$ cat config.mk
export PLATFORM = sky130hd
export DESIGN_NAME = main_slave_loader
export DESIGN_NICKNAME = d
export VERILOG_FILES = /design/src/rtl/main_slave_loader.sv
export SDC_FILE = /design/constraint.sdc
export NUM_CORES = 1
export LEC_CHECK = 0
export CORE_AREA = 5 5 132 134
export CTS_CLUSTER_SIZE = 16
export DETAILED_ROUTE_END_ITERATION = 8
export DIE_AREA = 0 0 137 139
export HOLD_SLACK_MARGIN = 0.12
export PLACE_DENSITY_LB_ADDON = 0.05
export SLEW_MARGIN = 30
export SYNTH_ARGS = -nofsm -noshare
export SYNTH_HDL_FRONTEND = slang
export SYNTH_SLANG_ARGS = --single-unit
export TNS_END_PERCENT = 100
$ cat constraint.sdc
create_clock -name clock -period 7.61 [get_ports clock]
set_input_delay 1.9025 -clock clock [delete_from_list [all_inputs] [get_ports clock]]
set_output_delay 1.9025 -clock clock [all_outputs]
set_load 0.01 [all_outputs]
$ cat src/rtl/main_slave_loader.sv
// main_slave_loader: streams preload bytes into a slave RAM one write at a time,
// pulses the kernel start, times the kernel run against a watchdog and, when the
// optional readback is built in, streams the preloaded bytes back out.
// Build option: define MAIN_SLAVE_READBACK_EN to include the READ/RACK/EMIT path;
// without it a finished run returns straight to IDLE and the output stream is idle.
module main_slave_loader #(
   parameter int unsigned MEMSIZE        = 64,
   parameter int unsigned TIMEOUT_CYCLES = 200000000,
   parameter int unsigned BASE_ADDR      = 0
) (
   input  logic         clock,
   input  logic         reset,
   input  logic         in_valid,
   output logic         in_ready,
   input  logic [7:0]   in_data,
   input  logic         in_last,
   output logic         start_port,
   input  logic         done_port,
   output logic [1:0]   S_oe_ram,
   output logic [1:0]   S_we_ram,
   output logic [15:0]  S_addr_ram,
   output logic [127:0] S_Wdata_ram,
   output logic [13:0]  S_data_ram_size,
   input  logic [127:0] Sout_Rdata_ram,
   input  logic [1:0]   Sout_DataRdy,
   output logic         out_valid,
   input  logic         out_ready,
   output logic [7:0]   out_data,
   output logic         out_last,
   output logic [31:0]  cycles,
   output logic         timeout,
   output logic         busy
);

   localparam logic [15:0] LAST_IDX = 16'(MEMSIZE - 1);
   localparam logic [31:0] TMO      = 32'(TIMEOUT_CYCLES);
   localparam logic [7:0]  BASE8    = 8'(BASE_ADDR);

   typedef enum logic [2:0] {
      S_IDLE,
      S_LOAD,
      S_WACK,
      S_START,
      S_RUN
`ifdef MAIN_SLAVE_READBACK_EN
      ,
      S_READ,
      S_RACK,
      S_EMIT
`endif
   } state_t;

   state_t      state_q, state_d;
   logic [7:0]  byte_q, byte_d;
   logic        last_q, last_d;
   logic [15:0] idx_q, idx_d;
   logic        acked_q, acked_d;
   logic [31:0] run_q, run_d;
   logic [31:0] cycles_q, cycles_d;
   logic        timeout_q, timeout_d;
`ifdef MAIN_SLAVE_READBACK_EN
   logic [15:0] loaded_q, loaded_d;
   logic [15:0] ridx_q, ridx_d;
   logic [7:0]  rdata_q, rdata_d;
`endif

   logic        we0, oe0, ack;
   logic [7:0]  addr8, wdata8;
   logic [31:0] run_inc;

   assign ack     = Sout_DataRdy[0];
   assign run_inc = run_q + 32'd1;

   // Next-state and slave/stream control decode.
   // acked_q remembers an ack seen while the FSM could not yet act on it
   // (same-cycle ack in LOAD/READ, or an ack in WACK while no byte is offered).
   always_comb begin
      state_d    = state_q;
      byte_d     = byte_q;
      last_d     = last_q;
      idx_d      = idx_q;
      acked_d    = acked_q;
      run_d      = run_q;
      cycles_d   = cycles_q;
      timeout_d  = timeout_q;
`ifdef MAIN_SLAVE_READBACK_EN
      loaded_d   = loaded_q;
      ridx_d     = ridx_q;
      rdata_d    = rdata_q;
`endif
      in_ready   = 1'b0;
      start_port = 1'b0;
      we0        = 1'b0;
      oe0        = 1'b0;
      addr8      = '0;
      wdata8     = '0;
      out_valid  = 1'b0;
      out_last   = 1'b0;

      case (state_q)
         S_IDLE: begin
            in_ready = 1'b1;
            if (in_valid) begin
               byte_d  = in_data;
               last_d  = in_last;
               idx_d   = '0;
               acked_d = 1'b0;
               state_d = S_LOAD;
            end
         end

         S_LOAD: begin
            we0     = 1'b1;
            addr8   = BASE8 + idx_q[7:0];
            wdata8  = byte_q;
            acked_d = ack;
            state_d = S_WACK;
         end

         S_WACK: begin
            if (acked_q || ack) begin
               if (last_q || (idx_q == LAST_IDX)) begin
`ifdef MAIN_SLAVE_READBACK_EN
                  loaded_d = idx_q + 16'd1;
`endif
                  state_d  = S_START;
               end else begin
                  in_ready = 1'b1;
                  acked_d  = 1'b1;
                  if (in_valid) begin
                     byte_d  = in_data;
                     last_d  = in_last;
                     idx_d   = idx_q + 16'd1;
                     acked_d = 1'b0;
                     state_d = S_LOAD;
                  end
               end
            end
         end

         S_START: begin
            start_port = 1'b1;
            run_d      = '0;
            state_d    = S_RUN;
         end

         S_RUN: begin
            if (done_port) begin
               cycles_d  = run_inc;
               timeout_d = 1'b0;
`ifdef MAIN_SLAVE_READBACK_EN
               ridx_d    = '0;
               acked_d   = 1'b0;
               state_d   = S_READ;
`else
               state_d   = S_IDLE;
`endif
            end else if (run_inc == TMO) begin
               cycles_d  = TMO;
               timeout_d = 1'b1;
               state_d   = S_IDLE;
            end else begin
               run_d = run_inc;
            end
         end

`ifdef MAIN_SLAVE_READBACK_EN
         S_READ: begin
            oe0     = 1'b1;
            addr8   = BASE8 + ridx_q[7:0];
            acked_d = ack;
            if (ack) rdata_d = Sout_Rdata_ram[7:0];
            state_d = S_RACK;
         end

         S_RACK: begin
            if (acked_q || ack) begin
               if (!acked_q) rdata_d = Sout_Rdata_ram[7:0];
               state_d = S_EMIT;
            end
         end

         S_EMIT: begin
            out_valid = 1'b1;
            out_last  = (ridx_q == (loaded_q - 16'd1));
            if (out_ready) begin
               if (out_last) begin
                  state_d = S_IDLE;
               end else begin
                  ridx_d  = ridx_q + 16'd1;
                  acked_d = 1'b0;
                  state_d = S_READ;
               end
            end
         end
`endif

         default: state_d = S_IDLE;
      endcase
   end

   // State and datapath registers.
   always_ff @(posedge clock or posedge reset) begin
      if (reset) begin
         state_q   <= S_IDLE;
         byte_q    <= '0;
         last_q    <= 1'b0;
         idx_q     <= '0;
         acked_q   <= 1'b0;
         run_q     <= '0;
         cycles_q  <= '0;
         timeout_q <= 1'b0;
`ifdef MAIN_SLAVE_READBACK_EN
         loaded_q  <= '0;
         ridx_q    <= '0;
         rdata_q   <= '0;
`endif
      end else begin
         state_q   <= state_d;
         byte_q    <= byte_d;
         last_q    <= last_d;
         idx_q     <= idx_d;
         acked_q   <= acked_d;
         run_q     <= run_d;
         cycles_q  <= cycles_d;
         timeout_q <= timeout_d;
`ifdef MAIN_SLAVE_READBACK_EN
         loaded_q  <= loaded_d;
         ridx_q    <= ridx_d;
         rdata_q   <= rdata_d;
`endif
      end
   end

   assign S_we_ram        = {1'b0, we0};
   assign S_oe_ram        = {1'b0, oe0};
   assign S_addr_ram      = {8'h00, addr8};
   assign S_Wdata_ram     = {120'd0, wdata8};
   assign S_data_ram_size = (we0 || oe0) ? 14'd8 : 14'd0;
   assign cycles          = cycles_q;
   assign timeout         = timeout_q;
   assign busy            = (state_q != S_IDLE);

`ifdef MAIN_SLAVE_READBACK_EN
   assign out_data = rdata_q;
   logic unused_inputs;
   assign unused_inputs = ^{Sout_Rdata_ram[127:8], Sout_DataRdy[1]};
`else
   assign out_data = '0;
   logic unused_inputs;
   assign unused_inputs = ^{Sout_Rdata_ram, Sout_DataRdy[1], out_ready};
`endif

endmodule

# Yosys cells after proc, flatten, opt, wreduce, memory -nomap -nowiden
# Cells that the tools add are included.
# op_classes
n_addsub	2
eq_ne	13
n_mux	39
reduce_logical	14
# ops
cell	n
$mux 32	4
$mux 16	4
$pmux 32 s2	1
$mux 8	5
$add 32x1->32 const B	1
$eq 32x28->1 const B	1
$pmux 16 s2	1
$add 16x1->16 const B	1
$eq 16x6->1 const B	1
$pmux 8 s2	1
$mux 3	5
$pmux 3 s5	1
$mux 1	13
$ne 2x2->1 const B	6
$eq 3x2->1 const B	2
$reduce_and 3->1	2
$reduce_bool 2->1	3
$reduce_bool 3->1	2
$reduce_and 5->1	1
$mux 4	1
$pmux 1 s2	2
$reduce_and 2->1	2
$reduce_and 4->1	1
$eq 3x1->1 const B	1
5 further kinds	6
# totals
ff_bits	94
output_inout_bits	208

# Logic depth before layout (Yosys ltp)
# Gate-level depths: netlist of run 1.
# logic_depth
word_depth	5
depth_mapped	13
mapped_depth_nobuf	10

# Worst setup path before layout of run 1
# OpenSTA, ideal clock, no wires.
# synth_timing
kind	input-to-output
startpoint	in Sout_DataRdy[0]
endpoint	out in_ready
arrival_time_ps	2348
required_time_ps	5707
path_slack_ps	3359
cell_stages	3
n_path_buf	0
path_cell_list	nor2_1 > o21ai_0 > and2_1
# synth_between
elab_chain_len	3
# synth_rtl
item	line	text
from (decl)	25	input logic [1:0] Sout_DataRdy,
$logic_or 1x1->1	121	if (acked_q || ack) begin
$mux 1	121	
$pmux 1 s2	100	case (state_q)
to (decl)	14	output logic in_ready,
# Every way passes these cells.

# Worst setup path in the final report of run 1
# Same ends and word-level chain as after synthesis.

==> insert_results.sql, run 1 <==
INSERT INTO impl_metrics (metric_group, metric, value, unit) VALUES
('run_status', 'status', 'completed', ''),
('drt', 'remaining_drc_errors', '0', ''),
('worst_setup_path', 'cp.arrival', '3.50', 'ns'),
('die', 'chipHeight', '139', 'µm'),
('global_routing', 'vias_in_the_first_global_route', '4538', ''),
('die', 'start_util', '39.4', '%'),
('pwr', 'power.static_leakage', '0.00318', 'µW'),
('cells_and_area', 'fillers', '1612', ''),
('yosys', 'ys_seq_elements', '94', ''),
('clock_tree', 'cts.repair_timing.setup_buffer_count', '0', ''),
('yosys', 'synthesis.yosys.warnings', '0', ''),
('worst_setup_path', 'critical-path-slowest-cell', 'sky130_fd_sc_hd__clkdlybuf4s50_1', ''),
('cells_and_area', 'area_of_combinational_cells_with_multiple_inputs', '0.00320', 'mm²'),
('timing', 'hold_viol_final', '0', ''),
('worst_setup_path', 'worst-endpoint-required', '5.71', 'ns'),
('global_routing', 'grtUsageMet3', '3.81', '%'),
('die', 'chipWidth', '137', 'µm'),
('cells_and_area', 'mostFrequentLayoutCells', 'sky130_fd_sc_hd__conb_1, sky130_fd_sc_hd__dfrtp_1, sky130_fd_sc_hd__clkdlybuf4s50_1', ''),
('global_routing', 'grt_first_pass_wirelength', '26000', 'µm'),
('timing', 'timing.fmax', '0.185', 'GHz'),
('timing', 'final.setup.tns', '0', 'ns'),
('global_routing', 'met2_usage', '28.8', '%'),
('yosys', 'number_of_different_library_cells_in_the_post_synthesis_netlist', '64', ''),
('drt', 'viasPerCell', '4.84', ''),
('cells_and_area', 'antenna-diode-count', '0', ''),
('pwr', 'power_density', '293', 'mW/mm²'),
('die', 'core_area', '0.0162', 'mm²'),
('clock_tree', 'ctsHtreeMaxLevel', '3', ''),
('run', 'cap_violations', '0', ''),
('worst_setup_path', 'endpoint_kind', 'primary output', ''),
('timing', 'finalCriticalPeriod', '5.41', 'ns'),
('worst_setup_path', 'cp_num_buf_inv', '2', ''),
('yosys', 'synthesis.area', '0.00638', 'mm²'),
('global_routing', 'grt.met1_usage', '22.7', '%'),
('clock_tree', 'cts_num_sinks', '94', ''),
('clock_tree', 'cts.clk_slew.worst_paths', '0.06', 'ns'),
('cells_and_area', 'seq_area', '0.00235', 'mm²'),
('drt', 'routedWlPerCell', '17.1', 'µm'),
('clock_tree', 'clockBufferDepth', '2', ''),
('drt', 'drt_pre_antenna_iters', '5', ''),
('worst_setup_path', 'worst_path_largest_cell_delay', '0.55', 'ns'),
('drt', 'drt_first_iter_violations', '432', ''),
('clock_tree', 'tritoncts', 'built', ''),
('clock_tree', 'post_cts_resized', '0', ''),
('cells_and_area', 'num-nets-final', '891', ''),
('timing', 'clock-skew-final', '0.00978', 'ns'),
('cells_and_area', 'drive_gt1_share', '6.94', '%'),
('worst_setup_path', 'worstSetupPathType', 'in2out', ''),
('pwr', 'max-vdd-ir-drop', '133', 'µV'),
('yosys', 'ys_seq_area_share', '36.9', '%'),
('cells_and_area', 'fin_area', '0.00695', 'mm²'),
('drt', 'detailroute.via_count', '4689', ''),
('timing', 'setup_repair_after_global_routing_missed_its_margin', 'false', ''),
('clock_tree', 'clock_latency', '0.36', 'ns'),
('die', 'dieArea', '0.0190', 'mm²'),
('timing', 'slew-limit-headroom', '33.9', '%'),
('worst_setup_path', 'worst_setup_path_start_kind', 'primary input', ''),
('drt', 'postRouteAntennaNets', '0', ''),
('placement', 'dpl.hpwl', '12200', 'µm'),
('worst_setup_path', 'path_delay_family', 'buffers and inverters', ''),
('global_routing', 'grt_remaining_overflow', '0', ''),
('yosys', 'async_flop_share', '100', '%'),
('cells_and_area', 'syn_to_final_growth', '8.96', '%'),
('timing', 'final_max_slew_viol_count', '0', ''),
('timing', 'worst_pin_slew', '0.987', 'ns'),
('yosys', 'synthesis.instances', '696', ''),
('worst_setup_path', 'timing.critical_path.cells', 'clkdlybuf4s50_1 > nor2_1 > o21ai_0 > and2_1 > clkdlybuf4s50_1', ''),
('yosys', 'syn_area_per_cell', '9.16', 'µm²'),
('global_routing', 'track_usage', '17.3', '%'),
('worst_hold_path', 'hold_class', 'reg2reg', ''),
('worst_setup_path', 'critical_path.most_common_cell', 'sky130_fd_sc_hd__clkdlybuf4s50_1', '');
==> flip-flops by register name, summed over array words and instances (netlist names) <==
register  cells
state_q       3
byte_q        8
acked_q       1
cycles       32
timeout       1
run_q        32
idx_q        16
last_q        1
==> layer usage <==
metal / share of wire, % / vias to the layer above
met5: 0 / -
met4: 2.0 / 0
met3: 6.6 / 27
met2: 49 / 174
met1: 42 / 2254
li1: - / 2234
==> through the flow <==
stage / total power [µW] / std cells / hold slack [ns] / utilization, % / setup WS, ns
floorplan: 1280 / 849 / 0.471 / - / 3.26
global placement: 1530 / 953 / 0.479 / 40.9 / 2.23
detailed placement: 1540 / 953 / 0.483 / 40.9 / 2.23
CTS: 2060 / 969 / 0.500 / 43.0 / 2.22
global route: 2170 / 969 / 0.515 / 43.0 / 2.16
finish: 2040 / 969 / 0.496 / 43.0 / 2.20
==> logic make-up (layout without fill, tap and decap cells) <==
family                     count (synthesis)  in the layout  synth area share, %
other                                      1            154               0.0588
DFF                                       94             94                 36.9
buffers and inverters                    207            107                 22.1
muxes                                     21             21                 3.51
AOI/OAI and AO/OA                        105            105                 12.6
adders and majority gates                  3              3                0.589
and+or+nand+nor                          231            231                 19.6
xor gates and xnor gates                  34             34                 4.67
==> cell type report <==
| class | instances | share of cell area (%) |
|---|---|---|
| Multi-Input combinational cell | 548 | 46.1 |
| Sequential cell | 94 | 33.8 |
| Inverter | 18 | 0.990 |
| Clock inverter | 5 | 1.17 |
| Tap cell | 220 | 3.96 |
| Clock buffer | 11 | 3.64 |
| Timing Repair Buffer | 73 | 10.3 |
==> synthesized netlist by cell type (4+ instances only) <==
cell | count | area [µm²]
sky130_fd_sc_hd__a211o_1 | 4 | 35.0
sky130_fd_sc_hd__a211oi_1 | 4 | 30.0
sky130_fd_sc_hd__a21o_1 | 5 | 37.5
sky130_fd_sc_hd__a21oi_1 | 10 | 50.1
sky130_fd_sc_hd__a22o_1 | 15 | 131
sky130_fd_sc_hd__a2bb2oi_1 | 9 | 78.8
sky130_fd_sc_hd__a31oi_1 | 7 | 43.8
sky130_fd_sc_hd__and2_1 | 24 | 150
sky130_fd_sc_hd__and3_1 | 7 | 43.8
sky130_fd_sc_hd__and4_1 | 10 | 87.6
sky130_fd_sc_hd__buf_2 | 5 | 25.0
sky130_fd_sc_hd__buf_4 | 161 | 1210
sky130_fd_sc_hd__clkbuf_1 | 19 | 71.3
sky130_fd_sc_hd__dfrtp_1 | 94 | 2350
sky130_fd_sc_hd__inv_1 | 17 | 63.8
sky130_fd_sc_hd__mux2_2 | 11 | 124
sky130_fd_sc_hd__mux2i_1 | 10 | 100
sky130_fd_sc_hd__nand2_1 | 47 | 176
sky130_fd_sc_hd__nand3_1 | 38 | 190
sky130_fd_sc_hd__nand4_1 | 14 | 87.6
sky130_fd_sc_hd__nor2_1 | 33 | 124
sky130_fd_sc_hd__nor3_1 | 24 | 120
sky130_fd_sc_hd__nor4_1 | 11 | 68.8
sky130_fd_sc_hd__o21ai_0 | 11 | 55.1
sky130_fd_sc_hd__o21ai_1 | 7 | 35.0
sky130_fd_sc_hd__o2bb2ai_1 | 6 | 52.6
sky130_fd_sc_hd__o31a_1 | 4 | 35.0
sky130_fd_sc_hd__or3_1 | 5 | 31.3
sky130_fd_sc_hd__xnor2_1 | 15 | 131
sky130_fd_sc_hd__xor2_1 | 19 | 166
==> where the power goes <==
part	switching, µW	total (µW)	internal, µW
combinational	379	732	353
sequential	153	797	644
clock	204	510	306
==> final timing paths <==
path,cells past startpoint,slack (ns),start,end
min in group asynchronous,2,1.94,reset,idx_q[13]
max,5,2.20,Sout_DataRdy[0],in_ready
min,1,0.50,cycles[18],cycles[18]
max in group asynchronous,3,4.47,reset,run_q[1]
max reg2reg,10,3.76,run_q[0],run_q[6]
min reg2reg,1,0.50,cycles[18],cycles[18]
==> worst register-to-register path, stage by stage (launching register included) <==
cell and delay (ns):
sky130_fd_sc_hd__dfrtp_1 0.48, sky130_fd_sc_hd__ha_1 0.29, sky130_fd_sc_hd__and4_1 0.44, sky130_fd_sc_hd__nand4_4 0.28
sky130_fd_sc_hd__nor4_1 0.42, sky130_fd_sc_hd__xor2_1 0.18, sky130_fd_sc_hd__nor3_1 0.49, sky130_fd_sc_hd__nand4_4 0.22
sky130_fd_sc_hd__a21oi_4 0.45, sky130_fd_sc_hd__inv_2 0.27, sky130_fd_sc_hd__o221ai_1 0.24
No activity file was read; power rests on OpenSTA's default activity.
==> run 2, diff against run 1 <==
CORE_AREA = not set   (was 5 5 132 134)
CORE_MARGIN = 5   (was not set)
CORE_UTILIZATION = 40   (was not set)
DIE_AREA = not set   (was 0 0 137 139)
clock period = 5.2 ns   (was 7.61 ns; I/O delays follow)
==> insert_results.sql, run 2 (synthesized netlist as in run 1, its figures left out) <==
INSERT INTO impl_metrics (metric_group, metric, value, unit) VALUES
('cells_and_area', 'area_of_combinational_cells_with_multiple_inputs', '0.00320', 'mm²'),
('worst_setup_path', 'worst-endpoint-required', '3.90', 'ns'),
('worst_hold_path', 'hold_path_depth', '1', ''),
('timing', 'timing.fmax', '0.239', 'GHz'),
('placement', 'dpl.hpwl', '12100', 'µm'),
('worst_setup_path', 'reg2reg_setup_slack', '1.34', 'ns'),
('clock_tree', 'cts.repair_timing.setup_buffer_count', '0', ''),
('drt', 'wl', '16000', 'µm'),
('clock_tree', 'clockBufferDepth', '2', ''),
('drt', 'drt-met1-wl', '6910', 'µm'),
('timing', 'setup_repair_after_global_routing_missed_its_margin', 'false', ''),
('clock_tree', 'clock_latency', '0.35', 'ns'),
('cells_and_area', 'drive_gt1_share', '7.06', '%'),
('die', 'io_pins', '352', ''),
('global_routing', 'number_of_antenna_violations_at_the_first_check_in_global_routing', '0', ''),
('clock_tree', 'ctsHtreeMaxLevel', '3', ''),
('timing', 'finalCriticalPeriod', '4.19', 'ns'),
('worst_hold_path', 'hold_class', 'reg2reg', ''),
('cells_and_area', 'syn_to_final_growth', '8.61', '%'),
('worst_setup_path', 'endpoint_kind', 'primary output', ''),
('worst_setup_path', 'reg2regPathDepth', '10', ''),
('pwr', 'power.static_leakage', '0.00317', 'µW'),
('pwr', 'seq_power_share', '40.3', '%'),
('worst_setup_path', 'cp.arrival', '2.89', 'ns'),
('run_status', 'status', 'completed', ''),
('drt', 'postRouteAntennaNets', '0', ''),
('timing', 'fin_worst_hold_slack', '0.492', 'ns'),
('pwr', 'p_sw', '1060', 'µW'),
('cells_and_area', 'mostFrequentLayoutCells', 'sky130_fd_sc_hd__conb_1, sky130_fd_sc_hd__dfrtp_1, sky130_fd_sc_hd__clkdlybuf4s50_1', ''),
('clock_tree', 'hold_buffers', '0', ''),
('pwr', 'power_density', '419', 'mW/mm²'),
('run', 'cap_violations', '0', ''),
('worst_setup_path', 'worst_setup_path_start_kind', 'primary input', ''),
('clock_tree', 'post_cts_resized', '0', ''),
('pwr', 'power_report.internal_total', '1850', 'µW'),
('timing', 'final.setup.tns', '0', 'ns'),
('clock_tree', 'cts.clk_slew.worst_paths', '0.06', 'ns'),
('cells_and_area', 'fin_util', '43.9', '%'),
('global_routing', 'grt_remaining_overflow', '0', ''),
('timing', 'hold_viol_final', '0', ''),
('drt', 'detailroute.via_count', '4631', ''),
('cells_and_area', 'fillers', '1575', ''),
('timing', 'slew-limit-headroom', '41.1', '%'),
('drt', 'drt_first_iter_violations', '348', ''),
('cells_and_area', 'num-nets-final', '894', ''),
('pwr', 'switching_share_of_power', '36.5', '%'),
('pwr', 'combinationalPowerShare', '36.8', '%'),
('clock_tree', 'cts_num_sinks', '94', ''),
('clock_tree', 'cts.root.buffer_cell', 'sky130_fd_sc_hd__clkbuf_16', ''),
('clock_tree', 'tritoncts', 'built', ''),
('timing', 'worst_pin_slew', '0.884', 'ns'),
('drt', 'routedWlPerCell', '16.6', 'µm'),
('die', 'core_area', '0.0158', 'mm²'),
('pwr', 'part_of_the_power_in_the_clock_network', '22.8', '%'),
('cells_and_area', 'seq_area', '0.00235', 'mm²'),
('global_routing', 'vias_in_the_first_global_route', '4424', ''),
('worst_setup_path', 'worstSetupPathType', 'in2out', ''),
('placement', 'globalplace.congestion', '0.915', ''),
('pwr', 'max-vdd-ir-drop', '182', 'µV'),
('drt', 'dr_wl_met2', '7840', 'µm'),
('drt', 'dr_wl_met3', '909', 'µm'),
('clock_tree', 'cts_made_buffers', '9', ''),
('die', 'chipWidth', '136', 'µm'),
('drt', 'uppermost_routed_layer', 'met4', ''),
('die', 'dieArea', '0.0186', 'mm²'),
('drt', 'drt_pre_antenna_iters', '4', ''),
('global_routing', 'grt_first_pass_wirelength', '24700', 'µm'),
('drt', 'viasPerCell', '4.79', ''),
('timing', 'clock-skew-final', '0.00714', 'ns'),
('die', 'start_util', '40.4', '%'),
('global_routing', 'track_usage', '17.1', '%'),
('cells_and_area', 'leading_cell_type_in_the_layout_fill_and_taps_excluded', 'sky130_fd_sc_hd__conb_1', ''),
('die', 'rows', '46', ''),
('placement', 'portBuffers', '67', ''),
('timing', 'setup_viol', '0', ''),
('cells_and_area', 'antenna-diode-count', '0', ''),
('worst_setup_path', 'timing.critical_path.fanout_max', '3', ''),
('die', 'chipHeight', '136', 'µm'),
('global_routing', 'pin_count_of_the_biggest_net_entering_global_routing', '50', ''),
('drt', 'remaining_drc_errors', '0', ''),
('timing', 'final_max_slew_viol_count', '0', ''),
('timing', 'period_share', '80.5', '%');
==> run 2: layout make-up <==
| cell class | instances | share of cell area, % |
|---|---|---|
| repair buffers | 76 | 10.7 |
| flip-flops and latches | 94 | 34.0 |
| clock inverters | 4 | 0.686 |
| multi-input cells | 548 | 46.3 |
| well taps | 216 | 3.90 |
| inverters | 18 | 0.993 |
| clock buffers | 11 | 3.50 |
==> run 2: routing by layer <==
metal,vias to the layer above,global-route usage (%)
met3,26,3.11
li1,2235,-
met4,0,7.00
met5,-,0
met1,2205,22.3
met2,165,27.8
==> run 2: per-stage QoR <==
stage	cell area [µm²]	total power (µW)	setup WS, ns	cells
after floorplan	6950	1870	1.45	849
after global placement	6620	2250	1.02	951
after detailed placement	6640	2260	1.03	952
after CTS	6930	2940	1.02	967
after global routing	6930	3100	0.907	967
final	6930	2910	1.01	967
==> run 2: power by group through the flow <==
| stage | logic [µW] | clock network (µW) | registers [µW] |
|---|---|---|---|
| floorplan | 744 | 0 | 1120 |
| global placement | 1070 | 0 | 1180 |
| detailed placement | 1080 | 0 | 1180 |
| CTS | 1090 | 687 | 1170 |
| global route | 1170 | 718 | 1210 |
| finish | 1070 | 664 | 1170 |
==> run 2: worst paths after layout <==
path / startpoint / end
min reg2reg: cycles[18] / cycles[18]
max in group asynchronous: reset / run_q[8]
min: cycles[18] / cycles[18]
max: Sout_DataRdy[0] / in_ready
max reg2reg: run_q[0] / run_q[6]
min in group asynchronous: reset / byte_q[3]
==> run 2: critical path, cell delays in order <==
cell                              delay, ns
sky130_fd_sc_hd__clkdlybuf4s50_1       0.54
sky130_fd_sc_hd__nor2_1                0.09
sky130_fd_sc_hd__o21ai_0               0.20
sky130_fd_sc_hd__and2_1                0.20
sky130_fd_sc_hd__clkdlybuf4s50_1       0.56
==> RTL edit 1: new RTL, config.mk and constraints of run 1 <==
The option `MAIN_SLAVE_READBACK_EN` is turned on by a define.
--- a/src/rtl/main_slave_loader.sv
+++ b/src/rtl/main_slave_loader.sv
@@ -5,2 +5,4 @@
 // without it a finished run returns straight to IDLE and the output stream is idle.
+`define MAIN_SLAVE_READBACK_EN
+
 module main_slave_loader #(
Behaviour: no difference found for any inputs over 4 cycles, from zero or initial values and one cycle with reset high; that may be too few to reach the edited logic, so the function may still have changed.
==> RTL edit 1 against run 1 <==
  * Setup slack lost 0.60 ns
  * Wire length grew 34%
  * Core utilization increased by 19 points
  * Count of clock-buffer cells in the layout grew 13
  * Non-clock buffer count up 22
  * Sequential cell count is 40 higher
  * Synthesized area up 40%
  * Combinational power grew 33%
  * Critical path depth increased by 3
  * Sequential share of layout area fell by 0.18 points
  * Design area is 43% higher
  * Total power up 39%
  * Critical path type is now flip-flop to output pin
==> RTL edit 1: results (changes against run 1) <==
* Status: finished, final reports clean
* VDD IR-drop max at 0.196 mV (+47%)
* Met1 wire length at 10200 um (+45%)
* Drt initial violations at 700 (+62%)
* Setup crit start: loaded_q[0]$_DFFE_PP0P_
* Leak at 0.00434 uW (+36%)
* Hold Crit Start: cycles[0]$_DFFE_PP0P_
* Fraction of registers with async set/reset at 100% (unchanged)
* Yosys warns at 0 (unchanged)
* Final #Nets at 1201 (+35%)
* CP Max Fanout at 8 (+5)
* Maximum clock path buffer count at 2 (unchanged)
* Post-synthesis cell type count at 72 (+13%)
* Post-DP HPWL at 15700 um (+28%)
* GRT Total Usage at 23.5% (+6.2 points)
* CP delay by family, top: simple AND/OR/NAND/NOR gates
* CP max stage delay at 0.70 ns (+0.15 ns)
* Reg-to-Reg Start: run_q[0]$_DFFE_PP0P_
* Reg2reg end: run_q[0]$_DFFE_PP0P_
* CTS Buf Count at 17 (+8)
* Hold Crit Endpoint: cycles[0]$_DFFE_PP0P_
* WL met2 at 9320 um (+15%)
* Clk_skew at 0.00711 ns (-0.00267 ns)
* Top post-synthesis cells by area: dfrtp_1 (38%), buf_4 (12%), nand2_1 (3.8%)
* Highest metal used: met4
* H-Tree Depth at 4 (+1)
* Metal3 WL at 2170 um (+99%)
* Number of fill cells at 1397 (-13%)
* Vias per cell at 5.55 (+15%)
* Met1 usage in global routing at 35.1% (+12 points)
* Number of global-route vias before repair at 6545 (+44%)
* Final ANT Viol Nets at 0 (unchanged)
* Crit path DAT at 4.10 ns (+0.60 ns)
* GP Congestion at 0.889 (-3.2%)
* IO buf count at 87 (+30%)
* Global-route wire length before repair at 35700 um (+37%)
* Wirelength, routed at 22100 um (+34%)
* CP max stage cell: nor4_2
* Most instantiated cells after synthesis: buf_4 (145), dfrtp_1 (134), nand2_1 (90), nor2_1 (62), o21ai_0 (48)
* Pre-CTS WS at 2.12 ns (-0.104 ns)
* Final min period at 6.01 ns (+0.601 ns)
* FF-to-FF setup slack at 3.49 ns (-0.27 ns)
* Share of cells above drive strength 1 at 7.23% (+0.29 points)
* Met2 Use GR at 32.7% (+4.0 points)
* Worst-Margin Slew at 0.975 ns (-0.0126 ns)
* Seq/Total Area, Yosys at 37.7% (+0.78 points)
* GR Util met3 at 6.64% (+2.8 points)
* Worst skew pair latency at 0.42 ns (+0.06 ns)
* Maximum number of pins on one net before global-route repair at 72 (+20%)
## RTL edit 1: through the flow
stage,hold WS [ns],cells,util (%),total power (uW),area (sq um)
after global routing,0.516,1285,61.6,3000,9960
after CTS,0.495,1285,61.6,2850,9960
after floorplan,0.470,1143,-,1630,9440
final,0.493,1285,61.6,2840,9960
after detailed placement,0.479,1253,57.6,1940,9310
after global placement,0.477,1251,57.5,1930,9300
## RTL edit 1: area by class of cell
class	count	area share, %
Inverter	18	0.729
Timing Repair Buffer	95	9.35
Multi-Input combinational cell	786	47.0
Sequential cell	134	33.7
Clock buffer	24	5.04
Clock inverter	8	1.43
Tap cell	220	2.76
## RTL edit 1: power breakdown
| group | internal [uW] | total, uW | leakage [uW] | switching (uW) |
|---|---|---|---|---|
| sequential | 841 | 962 | 0.00179 | 122 |
| clock | 591 | 901 | 0.000316 | 310 |
| combinational | 434 | 977 | 0.00223 | 544 |
| total | 1860 | 2840 | 0.00434 | 976 |
## RTL edit 1: how the worst max path moves through the flow
| stage | to |
|---|---|
| final | out_last |
| after global routing | out_last |
| after CTS | out_last |
| after detailed placement | out_last |
| after global placement | out_last |
| after floorplan | acked_q$_DFFE_PP0P_ |
## RTL edit 1: logic make-up (layout without fill, tap and decap cells)
| logic type | count (synthesis) | count (layout) | synth area share, % |
|---|---|---|---|
| AND/OR/NAND/NOR | 334 | 334 | 19.6 |
| buffers and inverters | 223 | 145 | 15.9 |
| multiplexers | 36 | 36 | 4.34 |
| flip-flops | 134 | 134 | 37.7 |
| AO/OA/AOI/OAI | 205 | 205 | 15.5 |
| other | 1 | 143 | 0.0421 |
| XOR/XNOR | 63 | 63 | 6.20 |
| adder cells (fa/ha/maj) | 5 | 5 | 0.703 |
==> RTL edit 2: new RTL, settings of run 1 <==
Made on the original files. Register the output `timeout` once more; this adds one clock of latency there. The other outputs are not delayed to match.
--- a/src/rtl/main_slave_loader.sv
+++ b/src/rtl/main_slave_loader.sv
@@ -240,3 +240,5 @@
    assign cycles          = cycles_q;
-   assign timeout         = timeout_q;
+   always_ff @(posedge clock) begin
+      timeout <= timeout_q;
+   end
    assign busy            = (state_q != S_IDLE);
Function: same outputs for any inputs over 10 cycles, from zero or initial values and one cycle with reset high; that may be too few to reach the edited logic, so the function may still have changed.
==> RTL edit 2 against run 1 <==
  * Synthesized area grew 0.31%
  * Critical path depth is the same
  * Sequential cell count grew 1
  * Total power grew 1.7%
  * Design area grew 0.52%
  * Setup slack gained 0.078 ns
  * Register-to-register slack lost 0.08 ns
  * Count of clock-buffer cells in the layout is the same
  * Cell count grew 0.10%
  * First-iteration DRC count shrank 31%
  * Global-route usage grew 0.45 points
  * Wire length grew 3.1%
  * Clock skew shrank 0.0044 ns
  * Largest power group unchanged
==> RTL edit 2: results (changes against run 1) <==
* Met2 Use GR at 30.1% (+1.3 points)
* GRT Total Usage at 17.8% (+0.45 points)
* Share of cells above drive strength 1 at 6.93% (-0.0093 points)
* Pint at 1340 uW (+2.5%)
* First drt pass iteration count at 4 (-1)
* Adder and majority cell fraction of the synthesized area at 0.587% (-0.0018 points)
* Mux cell area share after synthesis at 3.50% (-0.011 points)
* Pre-CTS WS at 2.28 ns (+0.0505 ns)
* WL met2 at 8390 um (+3.5%)
* Top post-synthesis cells by area: dfrtp_1 (37%), buf_4 (19%), nand3_1 (3.0%)
* Number of global-route vias before repair at 4616 (+1.7%)
* Synth Instances at 697 (+0.14%)
* Synth Area in XOR/XNOR at 4.65% (-0.015 points)
* Global-route wire length before repair at 26700 um (+2.6%)
* Leak at 0.00319 uW (+0.26%)
* VDD IR-drop max at 0.140 mV (+5.5%)
* Vias per cell at 4.78 (-1.2%)
* Status: finished, final reports clean
* Seq/Total Area, Yosys at 37.1% (+0.20 points)
* Metal3 WL at 1160 um (+6.8%)
* Met1 wire length at 7190 um (+2.5%)
* Clk_skew at 0.00535 ns (-0.00443 ns)
* Post-synthesis cell type count at 65 (+1.6%)
* Clock power share at 25.8% (+0.8 points)
* Drt initial violations at 297 (-31%)
* Placed cell areas at 6630 sq um (+0.30%)
* Crit path DAT at 3.43 ns (-0.07 ns)
* WL/cell at 17.6 um (+3.0%)
* GR Util met3 at 2.72% (-1.1 points)
* Hold path depth at 0 (-1)
* Comb power frac at 35.4% (-0.5 points)
* GP Congestion at 0.865 (-5.9%)
* Post-DP HPWL at 12700 um (+4.2%)
## RTL edit 2: worst paths after layout
kind	startpoint	end	slack, ns
min reg2reg	timeout_q$_DFFE_PP0P_	timeout$_DFF_P_	0.38
max reg2reg	run_q[0]$_DFFE_PP0P_	run_q[6]$_DFFE_PP0P_	3.68
min in group asynchronous	reset	cycles[6]$_DFFE_PP0P_	1.94
min	timeout_q$_DFFE_PP0P_	timeout$_DFF_P_	0.38
max	Sout_DataRdy[0]	in_ready	2.28
max in group asynchronous	reset	run_q[14]$_DFFE_PP0P_	4.44
## RTL edit 2: layout make-up
type / instances / area [sq um]
well taps: 220 / 275
flip-flops and latches: 95 / 2370
inverters: 18 / 68.8
clock buffers: 11 / 243
multi-input cells: 548 / 3210
repair buffers: 73 / 716
fillers: 1642 / 9190
clock inverters: 5 / 105
